File: src/rtl/dircc_types_pkg.sv
// Shared types for the DIRCC device-state path: the status-register image, the updater
// opcode set and the updater FSM encoding.
package dircc_types_pkg;

  typedef struct packed {
    logic [15:0] dircc_state_extra;
    logic [15:0] dircc_state;
    logic [63:0] user_state;
  } device_state_t;

  typedef enum logic [1:0] {
    OP_SET_LO    = 2'd0,
    OP_SET_HI    = 2'd1,
    OP_ADD       = 2'd2,
    OP_SET_FLAGS = 2'd3
  } dircc_update_op_t;

  typedef enum logic [1:0] {
    UpdIdle    = 2'd0,
    UpdCapture = 2'd1,
    UpdCompute = 2'd2,
    UpdWrite   = 2'd3
  } dircc_upd_state_t;

endpackage

File: src/rtl/dircc_state_updater_if.sv
// Message, status-register read and commit signals of the DIRCC state updater.
// The master drives update messages and the register image; the slave is the updater.
interface dircc_state_updater_if #(
  parameter int unsigned PAYLOAD_WIDTH = 32
);
  import dircc_types_pkg::*;

  logic                     in_valid;
  logic                     in_ready;
  logic [1:0]               in_opcode;
  logic [PAYLOAD_WIDTH-1:0] in_payload;
  device_state_t            read_state;
  logic                     ext_mem_write;
  device_state_t            write_state;
  logic                     write_state_valid;
  logic                     update_done;
  logic                     update_dropped;

  modport master (
    output in_valid, in_opcode, in_payload, read_state, ext_mem_write,
    input  in_ready, write_state, write_state_valid, update_done, update_dropped
  );

  modport slave (
    input  in_valid, in_opcode, in_payload, read_state, ext_mem_write,
    output in_ready, write_state, write_state_valid, update_done, update_dropped
  );

endinterface

File: src/rtl/dircc_state_updater.sv
// Read-modify-write updater for the DIRCC status register: IDLE -> CAPTURE -> COMPUTE -> WRITE.
// Define DIRCC_UPDATER_STALL_TIMEOUT_EN to drop updates stalled in WRITE for STALL_LIMIT cycles.
module dircc_state_updater
  import dircc_types_pkg::*;
#(
  parameter int unsigned PAYLOAD_WIDTH = 32,
  parameter int unsigned STALL_LIMIT   = 255
) (
  input logic                  clk,
  input logic                  reset,
  dircc_state_updater_if.slave bus
);

  dircc_upd_state_t         state_q, state_d;
  dircc_update_op_t         op_q;
  logic [PAYLOAD_WIDTH-1:0] payload_q;
  device_state_t            cur_q;
  device_state_t            write_q;
  device_state_t            next_state;
  logic [63:0]              payload_ext;
  logic                     accept;
  logic                     commit;
  logic                     drop;

  assign accept      = (state_q == UpdIdle) && bus.in_valid;
  // A host write owns the register this cycle, so the commit waits for it to finish.
  assign commit      = (state_q == UpdWrite) && !bus.ext_mem_write;
  assign payload_ext = 64'(payload_q);

  always_comb begin
    next_state = cur_q;
    unique case (op_q)
      OP_SET_LO:    next_state.user_state[31:0]  = payload_ext[31:0];
      OP_SET_HI:    next_state.user_state[63:32] = payload_ext[31:0];
      OP_ADD:       next_state.user_state        = cur_q.user_state + payload_ext;
      OP_SET_FLAGS: next_state.dircc_state       = cur_q.dircc_state | payload_ext[15:0];
    endcase
    next_state.dircc_state_extra = cur_q.dircc_state_extra + 16'd1;
  end

  always_comb begin
    state_d = state_q;
    unique case (state_q)
      UpdIdle:    if (bus.in_valid) state_d = UpdCapture;
      UpdCapture: state_d = UpdCompute;
      UpdCompute: state_d = UpdWrite;
      UpdWrite:   if (commit || drop) state_d = UpdIdle;
    endcase
  end

`ifdef DIRCC_UPDATER_STALL_TIMEOUT_EN
  localparam int unsigned CntW = $clog2(STALL_LIMIT + 1);

  logic [CntW-1:0] stall_cnt_q;

  // Drop on the STALL_LIMIT-th consecutive stalled WRITE cycle.
  assign drop = (state_q == UpdWrite) && bus.ext_mem_write &&
                (stall_cnt_q == CntW'(STALL_LIMIT - 1));

  always_ff @(posedge clk) begin
    if (reset || (state_q != UpdWrite) || !bus.ext_mem_write) begin
      stall_cnt_q <= '0;
    end else begin
      stall_cnt_q <= stall_cnt_q + 1'b1;
    end
  end
`else
  assign drop = 1'b0;
`endif

  always_ff @(posedge clk) begin
    if (reset) begin
      state_q <= UpdIdle;
      write_q <= '0;
    end else begin
      state_q <= state_d;
      if (state_q == UpdCompute) write_q <= next_state;
    end
  end

  always_ff @(posedge clk) begin
    if (accept) begin
      op_q      <= dircc_update_op_t'(bus.in_opcode);
      payload_q <= bus.in_payload;
    end
    if (state_q == UpdCapture) cur_q <= bus.read_state;
  end

  assign bus.in_ready          = (state_q == UpdIdle);
  assign bus.write_state       = write_q;
  assign bus.write_state_valid = commit;
  assign bus.update_done       = commit;
  assign bus.update_dropped    = drop;

endmodule

File: src/flat_wrapper.sv
// flat-port wrapper written by rule: the top's interface ports become plain ports
module dircc_state_updater_flat import dircc_types_pkg::*;
#(
  parameter int unsigned PAYLOAD_WIDTH = 32,
  parameter int unsigned STALL_LIMIT   = 255
)
  (clk, reset, bus_in_valid, bus_in_opcode, bus_in_payload, bus_read_state, bus_ext_mem_write, bus_in_ready, bus_write_state, bus_write_state_valid, bus_update_done, bus_update_dropped);
  dircc_state_updater_if #(.PAYLOAD_WIDTH(PAYLOAD_WIDTH)) bus_i ();
  input logic clk;
  input logic reset;
  input wire logic [$bits(bus_i.in_valid)-1:0] bus_in_valid;
  input wire logic [$bits(bus_i.in_opcode)-1:0] bus_in_opcode;
  input wire logic [$bits(bus_i.in_payload)-1:0] bus_in_payload;
  input wire logic [$bits(bus_i.read_state)-1:0] bus_read_state;
  input wire logic [$bits(bus_i.ext_mem_write)-1:0] bus_ext_mem_write;
  output wire logic [$bits(bus_i.in_ready)-1:0] bus_in_ready;
  output wire logic [$bits(bus_i.write_state)-1:0] bus_write_state;
  output wire logic [$bits(bus_i.write_state_valid)-1:0] bus_write_state_valid;
  output wire logic [$bits(bus_i.update_done)-1:0] bus_update_done;
  output wire logic [$bits(bus_i.update_dropped)-1:0] bus_update_dropped;
  assign bus_i.in_valid = bus_in_valid;
  assign bus_i.in_opcode = bus_in_opcode;
  assign bus_i.in_payload = bus_in_payload;
  assign bus_i.read_state = bus_read_state;
  assign bus_i.ext_mem_write = bus_ext_mem_write;
  assign bus_in_ready = bus_i.in_ready;
  assign bus_write_state = bus_i.write_state;
  assign bus_write_state_valid = bus_i.write_state_valid;
  assign bus_update_done = bus_i.update_done;
  assign bus_update_dropped = bus_i.update_dropped;
  dircc_state_updater #(.PAYLOAD_WIDTH(PAYLOAD_WIDTH), .STALL_LIMIT(STALL_LIMIT)) u_core (.clk(clk), .reset(reset), .bus(bus_i));
endmodule
File: config.mk
export PLATFORM = sky130hd
export DESIGN_NAME = dircc_state_updater_flat
export DESIGN_NICKNAME = d
export VERILOG_FILES = /design/src/rtl/dircc_types_pkg.sv /design/src/rtl/dircc_state_updater_if.sv /design/src/rtl/dircc_state_updater.sv /design/src/flat_wrapper.sv
export SDC_FILE = /design/constraint.sdc
export NUM_CORES = 1
export LEC_CHECK = 0
export ABC_AREA = 1
export BUFFER_PORTS_ARGS = -buffer_cell sky130_fd_sc_hd__buf_2
export CAP_MARGIN = 25
export CORE_UTILIZATION = 61
export CTS_CLUSTER_DIAMETER = 50
export DETAILED_ROUTE_END_ITERATION = 8
export PLACE_DENSITY = 0.9
export SYNTH_ARGS = -nofsm -noshare
export SYNTH_HDL_FRONTEND = slang
export SYNTH_SLANG_ARGS = --single-unit
File: constraint.sdc
create_clock -name clk -period 6.8 [get_ports clk]
set_input_delay 1.02 -clock clk [delete_from_list [all_inputs] [get_ports clk]]
set_output_delay 1.02 -clock clk [all_outputs]
set_load 0.01 [all_outputs]
### Word level (Yosys, flattened, before mapping)

Cells that the tools add are included.

| storage, ports and cells | value |
|---|---|
| register bits | 228 |
| bits of input ports | 134 |
| output and inout port bits | 100 |

| operators by class | value |
|---|---|
| add/sub/neg operators | 2 |
| equal/unequal tests | 8 |
| muxes and demuxes | 6 |
| bitwise logic cells | 1 |
| reductions and logical operators | 6 |

Operators with widths:

| cell | number |
|---|---|
| 32-bit case mux with 2 select lines | 2 |
| 64-bit by 32-bit adder with 64-bit output | 1 |
| 16-bit by 1-bit adder with 16-bit output (second input constant) | 1 |
| 16-bit 2-to-1 mux | 1 |
| 16-bit OR | 1 |
| 2-bit == test (second input constant) | 4 |
| 2-bit case mux with 4 select lines | 1 |
| 2-bit by 1-bit == test with 1-bit output (second input constant) | 2 |
| 2-bit zero test | 2 |
| 2-bit 2-to-1 mux | 2 |
| 2-bit inequality test (second input constant) | 2 |
| 1-bit logical AND | 2 |
| 2-bit AND reduction | 1 |
| 1-bit zero test | 1 |

### Longest topological paths before layout

| depth | value |
|---|---|
| word-level depth | 4 |
| depth in mapped cells | 17 |

### Least setup slack after synthesis

No wires, ideal clock.

| timing | value |
|---|---|
| path kind | reg2reg |
| from | reg u_core.state_q[1] |
| to | reg u_core.cur_q[0] in the netlist's numbering, enable pin |
| arrival | 2.673 ns |
| data required time | 6.334 ns |
| path slack | 3.661 ns |
| cell stages (with the launch flop) | 3 |
| path buffers | 0 |
| period minus slack after synthesis | 3.139 ns |
| path through | dfxtp_1 -> inv_1 -> ha_1 |

| on the way | value |
|---|---|
| cells in the longest elaborated chain, start to end | 1 |

RTL lines:

| what | line | text |
|---|---|---|
| from (decl) | dircc_state_updater.sv:14 | `dircc_upd_state_t state_q, state_d;` |
| from (signal assigned) | dircc_state_updater.sv:73 | `state_q <= UpdIdle;` |
| from (signal assigned) | dircc_state_updater.sv:76 | `state_q <= state_d;` |
| 2-bit by 1-bit == test with 1-bit output | dircc_state_updater.sv:86 | `if (state_q == UpdCapture) cur_q <= bus.read_state;` |
| to (signal assigned) | dircc_state_updater.sv:86 |  |
| to (decl) | dircc_state_updater.sv:17 | `device_state_t cur_q;` |

No other way between the ends.
A chain may end at the register's enable or synchronous reset.

### Worst setup path in the final report

| timing | value |
|---|---|
| from | reg u_core.payload_q[8] |
| to | reg u_core.write_q, in the netlist u_core.bus.write_state[41] |

| on the way | value |
|---|---|
| cells in the longest elaborated chain, start to end | 2 |

RTL lines:

| what | line | text |
|---|---|---|
| from (decl) | dircc_state_updater.sv:16 | `logic [PAYLOAD_WIDTH-1:0] payload_q;` |
| from (signal assigned) | dircc_state_updater.sv:84 | `payload_q <= bus.in_payload;` |
| 64-bit by 32-bit adder with 64-bit output | dircc_state_updater.sv:35 | `OP_ADD: next_state.user_state = cur_q.user_state + payload_ext;` |
| 32-bit case mux with 2 select lines | dircc_state_updater.sv:32 | `unique case (op_q)` |
| to (signal assigned) | dircc_state_updater.sv:77 | `if (state_q == UpdCompute) write_q <= next_state;` |
| to (decl) | dircc_state_updater.sv:18 | `device_state_t write_q;` |

No other way between the ends.

==> results by group <==
Global route
  – Met1 usage: between 50% and 60%
  – First-pass GRT wire length: 64,500 um
  – Vias in the first global route: approximately 12k
  – Met3 Use GR: just under 5%
  – GRT Util Overall: 39.0%
  – Initial antenna violation count: 0
  – Met2 Track Usage GR: between 60% and 70%
  – GRT overflow: 0
  – Largest net degree at the start of global routing: between 90 and 100
  – Global route hottest layer: met2

Critical path
  – RR Startpoint: u_core.payload_q[8]$_DFFE_PP_
  – CP startpoint kind: flip-flop
  – R2R depth: 14
  – Critical Path RT: ~7200 ps
  – Crit Path Class: reg2reg
  – CP arrival: roughly 3200 ps
  – CP endpoint kind: flip-flop
  – FF-to-FF End: u_core.bus.write_state[41]$_SDFFE_PP0P_
  – Flop-to-flop setup slack: 3980 ps
  – CP max FO: 5

Synth
  – Mean area per synthesized cell: between 7 and 8 um2
  – Ys flop type: edfxtp_1
  – Post-Syn Instances: about 1.7k
  – Number of enable flip-flop cells after synthesis: 130
  – Post-Synthesis Cell Area: roughly 13,000 um2
  – Sequential area share after synthesis: a little under half
  – Library cells used by synthesis: 45
  – Synth warnings: 0
  – Synthesized flop and latch total: 228
  – Post-synth net total: ~1.9k
  – Async set-reset flop share out of synthesis: 0%

Floorplanning
  – Row count: 52
  – Placeable Area: approximately 20,000 um2
  – Die extent in y: between 100 and 150 um
  – Die W: about 150 um
  – Initial Utilization: a little over three fifths
  – Ports: ~230
  – Die area: between 20,000 and 25,000 um2

Timing
  – Rel. slew slack: between 30% and 40%
  – Setup Skew: roughly 14 ps
  – Final setup violation count: 0
  – F_max: 0.355 GHz
  – Count of pins over their slew limit: 0
  – Worst Tran Pin Value: roughly 940 ps
  – RSZ-0062 raised after global routing: false
  – Hold Vio Cnt, Final: 0
  – Fin crit share: between 40% and 50%
  – Final Critical Period: 2820 ps
  – Final setup TNS: 0 ps

Clock network
  – Total CTS buffers: 26
  – Postcts setup bufs: 0
  – Clock transition at path regs: 60 ps
  – Hold_buf cts: 0
  – Clock Latency Late Sink: roughly 550 ps
  – CTS resizes: 0
  – H-Tree Level Count: 1
  – Clock Tree Buf Depth: 3
  – Sink Count: about 230
  – Root Buffer: clkbuf_16
  – CTS tree: yes

Finish
  – Design area: 15,000 um2
  – Commonest non-fill, non-tap cell in the layout: nand2_1
  – Share of cells above drive strength 1: 17.1%
  – Area grow syn2layout: 17.3%
  – Reg area: between 5000 and 6000 um2
  – Commonest cells after routing, fill and taps aside: nand2_1, buf_2, inv_1
  – Filler cell count in the final layout: 1,571
  – Area of the multi-input gates: roughly 5900 um2
  – Nets: 2,096
  – Ant. Diodes: 0

Worst hold path
  – Hold EP: u_core.bus.write_state[38]$_SDFFE_PP0P_
  – Hold Startpoint: u_core.bus.write_state[38]$_SDFFE_PP0P_
  – Hold depth: 2
  – Min-delay worst type: reg2reg

Place
  – Port bufs: ~230
  – Final Wtd Congestion: between 0.9 and 1
  – Placed inst area: 14,200 um2
  – Hpwl dp: just over 30,000 um

Detailed routing
  – DRC: 0
  – Final wirelength: around 43,000 um
  – Wire length per cell: approximately 19 um
  – Total number of vias: 12.8k
  – Post-route ant nets: 0
  – DRT Pass-1 Iters: 6
  – Via density: roughly 5.8
  – First DRT Iteration DRCs: about 1.3k

Pwr
  – Leakage: ~7.2 nW
  – VDD IR-drop max: ~0.00027 V
  – Total power: about 0.0064 W
  – PD cells: roughly 430 nW/um2

Run status
  – Status: complete, no violations

Job
  – Max Cap Viol: 0
[worst max path at each step]
stage                              startpoint                                 endpoint  slack [ps]
2_1_floorplan  u_core.state_q[1]$_SDFFE_PP0P_                u_core.cur_q[0]$_DFFE_PN_        3660
3_3_place_gp    u_core.payload_q[8]$_DFFE_PP_  u_core.bus.write_state[41]$_SDFFE_PP0P_        4180
3_5_place_dp         u_core.op_q[0]$_DFFE_PP_   u_core.bus.write_state[2]$_SDFFE_PP0P_        4160
4_1_cts        u_core.payload_q[12]$_DFFE_PP_  u_core.bus.write_state[37]$_SDFFE_PP0P_        4120
5_1_grt              u_core.op_q[0]$_DFFE_PP_   u_core.bus.write_state[2]$_SDFFE_PP0P_        3870
6_report        u_core.payload_q[8]$_DFFE_PP_  u_core.bus.write_state[41]$_SDFFE_PP0P_        3980
[Yosys cell counts, types with 2 or more instances]
cell | n | area [um2]
a31oi_1 | 26 | 163
nand4_1 | 12 | 75.1
ha_1 | 41 | 513
a22oi_1 | 26 | 195
xnor2_1 | 2 | 17.5
and2_1 | 2 | 12.5
inv_1 | 221 | 830
a21oi_2 | 2 | 17.5
nand3_1 | 108 | 541
nor3_1 | 18 | 90.1
nand3_2 | 7 | 70.1
nand2_2 | 2 | 12.5
nand2_1 | 507 | 1900
dfxtp_1 | 98 | 1960
a21oi_1 | 152 | 761
buf_6 | 3 | 33.8
buf_4 | 4 | 30.0
o21bai_1 | 6 | 45.0
nor2_1 | 143 | 537
inv_2 | 6 | 22.5
nand3b_1 | 2 | 15.0
xor2_1 | 11 | 96.3
clkbuf_1 | 40 | 150
edfxtp_1 | 130 | 3900
or2_1 | 2 | 12.5
nor2_2 | 5 | 31.3
nor3_4 | 3 | 48.8
nor3b_2 | 2 | 25.0
a221oi_1 | 6 | 52.6
buf_1 | 5 | 18.8
o21ai_0 | 80 | 400
o21ai_1 | 3 | 15.0
or2_2 | 15 | 93.8
buf_2 | 4 | 20.0
[metrics by stage]
step	cells	utilization, %	setup WS [ps]	hold slack (ps)
2_1_floorplan	1705	-	3660	477
3_3_place_gp	2162	69.3	4180	453
3_5_place_dp	2162	69.3	4160	455
4_1_cts	2210	73.6	4120	464
5_1_grt	2210	73.6	3870	480
6_report	2210	73.6	3980	465
[flip-flops by register name, indices dropped and copies added (netlist names)]
| signal | cells |
|---|---|
| u_core.state_q | 2 |
| u_core.bus.write_state | 96 |
| u_core.payload_q | 32 |
| u_core.op_q | 2 |
| u_core.cur_q | 96 |
[power breakdown]
group / total, W / internal (W) / switching, W / leakage [nW]
clock network: 0.00142 / 0.000839 / 0.000581 / 0.423
logic: 0.00269 / 0.000828 / 0.00186 / 4.80
registers: 0.00233 / 0.00198 / 0.000355 / 2.02
total: 0.00644 / 0.00364 / 0.00280 / 7.25
[kinds of logic (layout without fill, tap and decap cells)]
group           count (synthesis)  in the layout  synth area share (%)
xor+xnor                       13             13                 0.889
buf+inv                       284            519                  8.65
compound gates                304            304                  13.1
simple gates                  833            833                  27.4
flops                         228            228                  45.8
fa+ha+maj                      42             42                  4.16
other cells                     1              1                0.0293
[metal layers]
layer	up-vias	wire [um]
met5	-	0
met2	806	19700
met1	5804	16700
met4	0	2280
met3	125	4350
li1	6026	-
[critical path, stage by stage, from the launching register on]
cell      delay, ps
edfxtp_1        560
ha_1            470
nand2_1         120
nor2_1          210
nand3_1         140
nand3_1         230
nand2_1          80
nand3_1         230
nand2_1         190
nand2_1         100
nand2_1          50
nand3_1          80
nand2_1          60
nand2_1          80
a21oi_1          70
[final cells by class]
type / instances / share of cell area, %
multi-input cells: 1193 / 39.0
well taps: 270 / 2.25
clock inverters: 14 / 1.20
flip-flops and latches: 228 / 39.0
repair buffers: 243 / 8.27
inverters: 228 / 5.69
clock buffers: 34 / 4.59
Power figures use the tool's default switching activity.
